`src/rtl/fp_pkg.sv`:
```
// Shared definitions for the FP32 adder front end: alignment FSM states and
// field widths used by fp_mant_align and its helpers.
package fp_pkg;

   typedef enum logic [1:0] {
      ST_IDLE  = 2'd0,
      ST_SHIFT = 2'd1,
      ST_DONE  = 2'd2
   } fsm_state_t;

   localparam int GRS_W = 3;
   localparam int EXP_W = 8;

endpackage

```
`src/rtl/CLA8bit.sv`:
```
// 8-bit carry-lookahead adder cell; each carry is formed from the generate and
// propagate terms below it rather than rippling through the sum logic.
module CLA8bit (
   input  logic [7:0] i_a,
   input  logic [7:0] i_b,
   input  logic       i_ci,
   output logic [7:0] o_s,
   output logic       o_co
);

   logic [7:0] w_g;
   logic [7:0] w_p;
   logic [8:0] w_c;

   function automatic logic carry_into(input int k, input logic [7:0] g,
                                       input logic [7:0] p, input logic ci);
      logic acc;
      acc = ci;
      for (int j = 0; j < k; j++)
         acc = g[j] | (p[j] & acc);
      return acc;
   endfunction

   assign w_g = i_a & i_b;
   assign w_p = i_a ^ i_b;

   for (genvar k = 0; k <= 8; k++) begin : g_carry
      assign w_c[k] = carry_into(k, w_g, w_p, i_ci);
   end

   assign o_s  = w_p ^ w_c[7:0];
   assign o_co = w_c[8];

endmodule

```
`src/rtl/fp_sticky_shr.sv`:
```
// Combinational right shift by 0..STEP; every bit that leaves, plus the old
// sticky in bit 0, is OR-folded into the new bit 0.
module fp_sticky_shr #(
   parameter  int W    = 27,
   parameter  int STEP = 4,
   localparam int SH_W = $clog2(STEP + 1)
) (
   input  logic [W-1:0]    i_data,
   input  logic [SH_W-1:0] i_sh,
   output logic [W-1:0]    o_data
);

   logic w_sticky;

   always_comb begin
      w_sticky = 1'b0;
      for (int k = 0; k <= STEP; k++)
         if (k <= int'(i_sh))
            w_sticky = w_sticky | i_data[k];
   end

   // The shifted bit 0 is i_data[i_sh], already part of w_sticky, so OR is exact.
   assign o_data = (i_data >> i_sh) | {{(W-1){1'b0}}, w_sticky};

endmodule

```
`src/rtl/fp_mant_align.sv`:
```
// Iterative FP32 mantissa alignment: picks the larger-exponent operand and
// right-shifts the smaller mantissa STEP bits per cycle with guard/round/sticky.
// Optional macro FP_ALIGN_FASTPATH_EN: shifts of MANT_W+2 or more skip SHIFT.
//
// state    | meaning
// ST_IDLE  | in_ready high, waiting for an operand pair
// ST_SHIFT | shifting the smaller mantissa, r_rem bits still to go
// ST_DONE  | out_valid high, outputs held until out_ready
module fp_mant_align
   import fp_pkg::*;
#(
   parameter int MANT_W = 24,
   parameter int STEP   = 4
) (
   input  logic                    clk,
   input  logic                    rst,
   input  logic                    in_valid,
   output logic                    in_ready,
   input  logic [EXP_W-1:0]        exp_a,
   input  logic [EXP_W-1:0]        exp_b,
   input  logic [MANT_W-1:0]       mant_a,
   input  logic [MANT_W-1:0]       mant_b,
   output logic                    out_valid,
   input  logic                    out_ready,
   output logic [EXP_W-1:0]        exp_out,
   output logic                    swap,
   output logic [MANT_W-1:0]       mant_big,
   output logic [MANT_W+GRS_W-1:0] mant_small
);

   localparam int SR_W   = MANT_W + GRS_W;
   localparam int MAX_SH = MANT_W + 2;
   localparam int REM_W  = $clog2(MAX_SH + 1);
   localparam int SH_W   = $clog2(STEP + 1);

   fsm_state_t        r_state;
   logic              r_in_ready;
   logic              r_out_valid;
   logic              r_swap;
   logic [EXP_W-1:0]  r_exp;
   logic [MANT_W-1:0] r_big;
   logic [SR_W-1:0]   r_shreg;
   logic [REM_W-1:0]  r_rem;

   logic [EXP_W-1:0]  w_diff;
   logic [EXP_W-1:0]  w_d;
   logic              w_a_ge_b;
   logic              w_far;
   logic [REM_W-1:0]  w_d_eff;
   logic [MANT_W-1:0] w_small_in;
   logic [MANT_W-1:0] w_big_in;
   logic [SH_W-1:0]   w_step;
   logic [SR_W-1:0]   w_shifted;

   // exp_a + ~exp_b + 1: carry out means exp_a >= exp_b
   CLA8bit u_cla (
      .i_a  (exp_a),
      .i_b  (~exp_b),
      .i_ci (1'b1),
      .o_s  (w_diff),
      .o_co (w_a_ge_b)
   );

   assign w_d        = w_a_ge_b ? w_diff : (~w_diff + EXP_W'(1));
   assign w_far      = (w_d >= EXP_W'(MAX_SH));
   assign w_d_eff    = w_far ? REM_W'(MAX_SH) : REM_W'(w_d);
   assign w_small_in = w_a_ge_b ? mant_b : mant_a;
   assign w_big_in   = w_a_ge_b ? mant_a : mant_b;
   assign w_step     = (r_rem > REM_W'(STEP)) ? SH_W'(STEP) : SH_W'(r_rem);

   fp_sticky_shr #(
      .W    (SR_W),
      .STEP (STEP)
   ) u_shr (
      .i_data (r_shreg),
      .i_sh   (w_step),
      .o_data (w_shifted)
   );

   always_ff @(posedge clk or posedge rst) begin
      if (rst) begin
         r_state     <= ST_IDLE;
         r_in_ready  <= 1'b1;
         r_out_valid <= 1'b0;
         r_swap      <= 1'b0;
         r_exp       <= '0;
         r_big       <= '0;
         r_shreg     <= '0;
         r_rem       <= '0;
      end else begin
         case (r_state)
            ST_IDLE: begin
               if (in_valid && r_in_ready) begin
                  r_exp      <= w_a_ge_b ? exp_a : exp_b;
                  r_swap     <= ~w_a_ge_b;
                  r_big      <= w_big_in;
                  r_in_ready <= 1'b0;
`ifdef FP_ALIGN_FASTPATH_EN
                  if (w_far) begin
                     r_shreg     <= {{(SR_W-1){1'b0}}, |w_small_in};
                     r_rem       <= '0;
                     r_out_valid <= 1'b1;
                     r_state     <= ST_DONE;
                  end else
`endif
                  begin
                     r_shreg <= {w_small_in, {GRS_W{1'b0}}};
                     r_rem   <= w_d_eff;
                     if (w_d_eff == '0) begin
                        r_out_valid <= 1'b1;
                        r_state     <= ST_DONE;
                     end else begin
                        r_state <= ST_SHIFT;
                     end
                  end
               end
            end
            ST_SHIFT: begin
               r_shreg <= w_shifted;
               r_rem   <= r_rem - REM_W'(w_step);
               if (r_rem == REM_W'(w_step)) begin
                  r_out_valid <= 1'b1;
                  r_state     <= ST_DONE;
               end
            end
            ST_DONE: begin
               if (out_ready) begin
                  r_out_valid <= 1'b0;
                  r_in_ready  <= 1'b1;
                  r_state     <= ST_IDLE;
               end
            end
            default: r_state <= ST_IDLE;
         endcase
      end
   end

   assign in_ready   = r_in_ready;
   assign out_valid  = r_out_valid;
   assign exp_out    = r_exp;
   assign swap       = r_swap;
   assign mant_big   = r_big;
   assign mant_small = r_shreg;

endmodule

```
`config.mk`:
```
export PLATFORM = sky130hd
export DESIGN_NAME = fp_mant_align
export DESIGN_NICKNAME = d
export VERILOG_FILES = /design/src/rtl/fp_pkg.sv /design/src/rtl/CLA8bit.sv /design/src/rtl/fp_sticky_shr.sv /design/src/rtl/fp_mant_align.sv
export SDC_FILE = /design/constraint.sdc
export NUM_CORES = 1
export LEC_CHECK = 0
export ABC_CLOCK_PERIOD_IN_PS = 2000
export CAP_MARGIN = 10
export CORE_MARGIN = 10
export CORE_UTILIZATION = 45
export DETAILED_ROUTE_END_ITERATION = 6
export HOLD_SLACK_MARGIN = 0.03
export PLACE_DENSITY = 0.88
export SKIP_CTS_REPAIR_TIMING = 1
export SYNTH_ARGS = -nofsm -noshare
export SYNTH_HDL_FRONTEND = slang
export SYNTH_SLANG_ARGS = --single-unit
```
`constraint.sdc`:
```
create_clock -name clk -period 2 [get_ports clk]
set_input_delay 0.2 -clock clk [delete_from_list [all_inputs] [get_ports clk]]
set_output_delay 0.2 -clock clk [all_outputs]
set_load 0.005 [all_outputs]
```
Word-level counts from Yosys, hierarchy flattened

Index checks and enable logic that the tools add are counted.

Register bits: 69
Input port bits: 68
Output and inout port bits: 62
Word-level logic and storage cells: 88

Add/sub/neg operators: 2
Magnitude comparators: 6
Eq/ne operators: 7
Shifts and indexed selects: 1
Mux-type cells: 27
Bitwise operators: 26
Reductions and logical operators: 11

Operators with widths:

| kind                                                                            | count |
|---|---|
| 27-bit case mux with 2 select lines                                             | 1 |
| 24-bit 2-to-1 mux                                                               | 2 |
| 27-bit 2-to-1 mux                                                               | 1 |
| 27-bit by 1-bit bitwise OR with 27-bit output                                   | 1 |
| 27-bit by 3-bit right shift with 27-bit output                                  | 1 |
| 8-bit 2-to-1 mux                                                                | 2 |
| 8-bit NOT                                                                       | 2 |
| 8-bit bitwise XOR                                                               | 2 |
| 1-bit bitwise OR                                                                | 12 |
| 1-bit 2-to-1 mux                                                                | 10 |
| 5-bit 2-to-1 mux                                                                | 2 |
| 5-bit case mux with 2 select lines                                              | 1 |
| 8-bit by 1-bit adder with 8-bit output, second input constant                   | 1 |
| 8-bit AND                                                                       | 1 |
| 8-bit by 5-bit >= comparator with 1-bit output, second input constant           | 1 |
| 2-bit 2-to-1 mux                                                                | 4 |
| 2-bit != test, second input constant                                            | 4 |
| 1-bit AND                                                                       | 7 |
| 2-bit by 3-bit less-or-equal comparator with 1-bit output, first input constant | 2 |
| 2-bit case mux with 3 select lines                                              | 1 |
| 3-bit AND reduction                                                             | 2 |
| 5-bit by 3-bit == test with 1-bit output                                        | 1 |
| 5-bit by 3-bit greater-than comparator with 1-bit output, second input constant | 1 |
| 5-bit zero test                                                                 | 1 |
| other kinds (15)                                                                | 17 |

Depth between registers and ports, before layout

Word-level depth: 25
Depth in mapped cells: 20
Depth with buffers taken out: 19

Cells and area by module

Synthesis repeated with hierarchy kept, for this count alone.

Cells, all modules: 548
Area total of the unflattened synthesis: 5028.6 um^2

Modules (own cells, without submodules):

| module        | times used | cells an instance | area each (um^2) | sequential area each (um^2) |
|---|---|---|---|---|
| fp_mant_align | 1          | 436               | 3897.5           | 1727.9 |
| fp_sticky_shr | 1          | 94                | 933.4            | 0.0 |
| CLA8bit       | 1          | 18                | 197.7            | 0.0 |

Worst setup path before layout

No wires, ideal clock.

Path type: input to register
From: input port exp_a[0]
To: register r_rem[3]
Arrival: 3.848 ns
Slack: -1.974 ns
Cell stages on the path: 18
Buffers on the path: 0
Cell sequence: inv_1 ha_1 inv_1 fa_1 fa_1 fa_1 inv_1 fa_1 inv_1 fa_1 inv_1 fa_1 fa_1 nor4b_1 o41ai_4 nand2_1 a21oi_1 a311o_1

Longest elaborated chain between the ends: 22
Elaborated cells between the ends (all ways): 25
Those cells by class: add/sub: 1; order compare: 1; mux: 4; bitwise: 19

Ends and longest elaborated chain:

| item                                           | line                         | source |
|---|---|---|
| start: declaration                             | fp_mant_align.sv:19          | `input logic [EXP_W-1:0] exp_a,` |
| 8-bit AND or 8-bit bitwise XOR (tied branches) | CLA8bit.sv:24, CLA8bit.sv:25 |  |
| 1-bit bitwise OR                               | CLA8bit.sv:20                | `acc = g[j] \| (p[j] & acc);` |
| 1-bit AND                                      | CLA8bit.sv:20                |  |
| 1-bit bitwise OR                               | CLA8bit.sv:20                |  |
| 1-bit AND                                      | CLA8bit.sv:20                |  |
| 1-bit bitwise OR                               | CLA8bit.sv:20                |  |
| 1-bit AND                                      | CLA8bit.sv:20                |  |
| 1-bit bitwise OR                               | CLA8bit.sv:20                |  |
| [... 6 more ...]                               | n/a                          |  |
| 8-bit bitwise XOR                              | CLA8bit.sv:31                | `assign o_s = w_p ^ w_c[7:0];` |
| 8-bit NOT                                      | fp_mant_align.sv:64          | `assign w_d = w_a_ge_b ? w_diff : (~w_diff + EXP_W'(1));` |
| 8-bit by 1-bit adder with 8-bit output         | fp_mant_align.sv:64          |  |
| 8-bit 2-to-1 mux (*)                           | fp_mant_align.sv:64          |  |
| 8-bit by 5-bit >= comparator with 1-bit output | fp_mant_align.sv:65          | `assign w_far = (w_d >= EXP_W'(MAX_SH));` |
| 5-bit 2-to-1 mux (*)                           | fp_mant_align.sv:66          | `assign w_d_eff = w_far ? REM_W'(MAX_SH) : REM_W'(w_d);` |
| 5-bit 2-to-1 mux (*)                           | fp_mant_align.sv:93          | `if (in_valid && r_in_ready) begin` |
| 5-bit case mux with 2 select lines (*)         | fp_mant_align.sv:91          | `case (r_state)` |
| end signal: assignment                         | fp_mant_align.sv:108         | `r_rem <= w_d_eff;` |
| end signal: assignment                         | fp_mant_align.sv:120         | `r_rem <= r_rem - REM_W'(w_step);` |
| end: declaration                               | fp_mant_align.sv:43          | `logic [REM_W-1:0] r_rem;` |

Mark *: on every way between the ends. The rest lies on a longest branch, timed or not. The select of a mux whose other input is x is not followed.
A chain may end at the register's enable or synchronous reset.

Worst setup path after layout

Ends and elaborated chain as after synthesis.

==> reports/metrics.yaml <==
route:
  drtPass1Iterations: 5
  wl_per_cell_um: 20.4
  via_count: 4899
  viasPerCell: 5.94
  drtIter0Drc: 560
  ant_nets: 0
  drc: 0
  wl_um: 16900
global_routing:
  grt_pass1_vias: 4762
  antenna_found_initial: 0
  grt_max_degree: 36
  grt_pass1_wl_um: 24600
  grt_overflow_total: 0
  track_usage: 0.202
critical_path:
  arrival_ns: 4.24
  r2r_setup_slack_ns: 0.01
  path_cells: "buf_12, inv_12, ha_4, inv_2, fa_2, fa_2, fa_2, inv_2, fa_2, inv_2, fa_2, inv_2, fa_2, fa_4, buf_4, o32ai_4, o41ai_4, nand2_1, a21oi_1, a311o_1"
  rr_worst_depth: 7
  crit_path_max_incr_delay_ns: 0.63
  crit_path_top_delay_cell: "fa_4"
  required_ns: 2.24
  worst_r2r_startpoint: "r_rem[2]$_DFFE_PP0P_"
  endpoint_kind: "flip-flop"
  crit_buf_inv: 7
  cp_max_fo: 4
  cp_top_family: "adder cells"
  critical_path_class: "in -> reg"
  crit_start: "exp_a[0]"
  worstReg2RegEnd: "mant_small[19]$_DFFE_PP0P_"
  cp.depth: 20
  cp-start-kind: "input port"
  crit_top_cell: "fa_2"
  worstSetupEndpoint: "r_rem[3]$_DFFE_PP0P_"
clocking:
  cts_tree: "done"
  clkTransAtPathRegs_ns: 0.08
  cts_buffers: 9
  cts.sinks: 69
  cts_buffer_depth: 2
  htreeDepth: 3
  root_buffer: "clkbuf_8"
  clock_latency_ns: 0.35
finish:
  fillers: 725
  antenna_cells: 0
  final_common_cell: "clkdlybuf4s50_1"
  multi_input_area_sq_mm: 0.00311
  utilization: 0.698
  final_cell_mix: "clkdlybuf4s50_1 (125), nand2_1 (79), dfrtp_1 (68), mux2i_1 (51), o21ai_1 (49)"
  area_growth_pct: 50.6
  final_area_sq_mm: 0.00723
  drive_gt1_frac: 0.221
  instances_no_fill: 825
  seqCellArea_sq_mm: 0.00173
  finalNetCount: 766
floorplanning:
  die_h_um: 123
  ioPinCount: 130
  core-area_sq_mm: 0.0104
  die_area_sq_mm: 0.0152
  placement_rows: 37
  die_w_um: 123
  start_util: 0.463
synthesis:
  yosysSeqAreaShare: 0.360
  ys_ff_latch: 69
  synth_edf_count: 0
  ys_types: 61
  synth_top_flop_cell: "dfrtp_1"
  yosys_warnings: 0
  synth_area_sq_mm: 0.00480
  syn_inst: 520
  synthArstFlopShare: 1.00
  syn_nets: 602
  avgSynthCellArea_sq_um: 9.24
sta:
  tns_ns: -95.20
  fin_crit_sh: 2.00
  fin_skew_ns: 0.0149
  rsz0062_at_grt: "true"
  min_period_ns: 4.00
  drv_slew: 0
  hold_viol: 0
  clock.fmax_mhz: 250
  maxSlewHeadroom: 0.623
  setup_viol: 64
  worstMarginPinSlew_ns: 0.565
  layout_setup_ws_ns: -2.00
place:
  hpwl_um: 11800
  port_buffers: 129
  place_area_sq_mm: 0.00660
  dp_cells: 792
  place.gp.congestion: 0.964
flow_run:
  cap_violations: 0
power_and_ir_drop:
  power_w: 0.00344
  p_leak_nw: 3.05
  peakVddDrop_uv: 388
  power_density_mw_per_mm2: 475
worst_hold_path:
  min_path_type: "in -> reg"
outcome:
  status: "finished with violations"
  violations: "negative setup slack"
metrics by stage:
| stage | hold WS [ns] | setup slack (ns) |
|---|---|---|
| 6_report | 0.174 | -2.00 |
| 5_1_grt | 0.167 | -2.13 |
| 4_1_cts | 0.240 | -2.40 |
| 3_5_place_dp | 0.462 | -2.77 |
| 3_3_place_gp | 0.459 | -2.64 |
| 2_1_floorplan | 0.372 | -1.71 |
cells in the mapped netlist, drive strengths merged, types with 2 or more instances:
cell | instances | area (sq um)
a2111oi | 2 | 17.5
a211oi | 14 | 118
a21oi | 23 | 119
a311oi | 2 | 17.5
a31oi | 17 | 106
and3 | 4 | 25.0
buf | 18 | 98.8
clkbuf | 20 | 75.1
dfrtp | 68 | 1700
fa | 7 | 140
ha | 7 | 87.6
inv | 25 | 93.8
mux2i | 64 | 641
mux4 | 13 | 293
nand2 | 81 | 307
nand2b | 6 | 40.0
nand3 | 17 | 85.1
nand3b | 2 | 15.0
nand4 | 2 | 12.5
nor2 | 15 | 56.3
nor2b | 8 | 50.1
nor3 | 5 | 36.3
o211ai | 2 | 15.0
o21a | 2 | 15.0
o21ai | 63 | 315
o221ai | 3 | 26.3
o31ai | 3 | 22.5
o32ai | 3 | 33.8
xnor2 | 2 | 17.5
flip-flops by register name (all words and copies together), names as in the netlist:
| register | cells |
|---|---|
| r_rem | 5 |
| in_ready | 1 |
| r_state | 2 |
| mant_small | 27 |
| exp_out | 8 |
| out_valid | 1 |
| mant_big | 24 |
| swap | 1 |
kinds of logic (layout without fill, tap and decap cells):
family / count (synthesis) / after routing / share of synthesized area
other: 1 / 1 / 0.000781
flip-flops: 69 / 69 / 0.360
AND/OR/NAND/NOR: 147 / 147 / 0.143
XOR/XNOR: 2 / 2 / 0.00365
multiplexers: 78 / 78 / 0.197
buffers and inverters: 63 / 232 / 0.0557
AO/OA/AOI/OAI: 146 / 146 / 0.193
adder cells (fa/ha/maj): 14 / 14 / 0.0474
worst min-delay path, delay by kind of cell:
kind	cells	cell delay [ns]
AOI/OAI and AO/OA	1	0.12
muxes	1	0.08
buffers and inverters	1	0.09
report_power, final:
group | total (W) | internal [W] | switching [W]
sequential | 0.00141 | 0.00140 | 0.0000109
clock | 0.00101 | 0.000443 | 0.000563
combinational | 0.00102 | 0.000569 | 0.000450
total | 0.00344 | 0.00241 | 0.00102
layer usage:
metal,global-route usage,up-vias,part of all wire
met5,0,-,0
met4,0.0815,0,0.019
met3,0.0456,25,0.081
met2,0.354,250,0.52
met1,0.234,2415,0.38
li1,-,2209,-
worst min path at each step:
stage	from	to	slack, ns	depth (start not counted)
final	exp_b[0]	exp_out[0]$_DFFE_PP0P_	0.17	3
after global routing	exp_b[0]	exp_out[0]$_DFFE_PP0P_	0.17	3
after CTS	rst	mant_big[3]$_DFFE_PP0P_	0.24	2
after detailed placement	swap$_DFFE_PP0P_	swap$_DFFE_PP0P_	0.46	2
after global placement	swap$_DFFE_PP0P_	swap$_DFFE_PP0P_	0.46	2
after floorplan	out_ready	in_ready$_DFFE_PP1P_	0.37	2
cell type report:
| type | count | share of cell area |
|---|---|---|
| clock buffers | 11 | 0.0182 |
| multi-input cells | 388 | 0.430 |
| flip-flops and latches | 69 | 0.239 |
| well taps | 136 | 0.0235 |
| repair buffers | 191 | 0.271 |
| inverters | 25 | 0.0147 |
| clock inverters | 5 | 0.00381 |
Power figures use the tool's default switching activity.
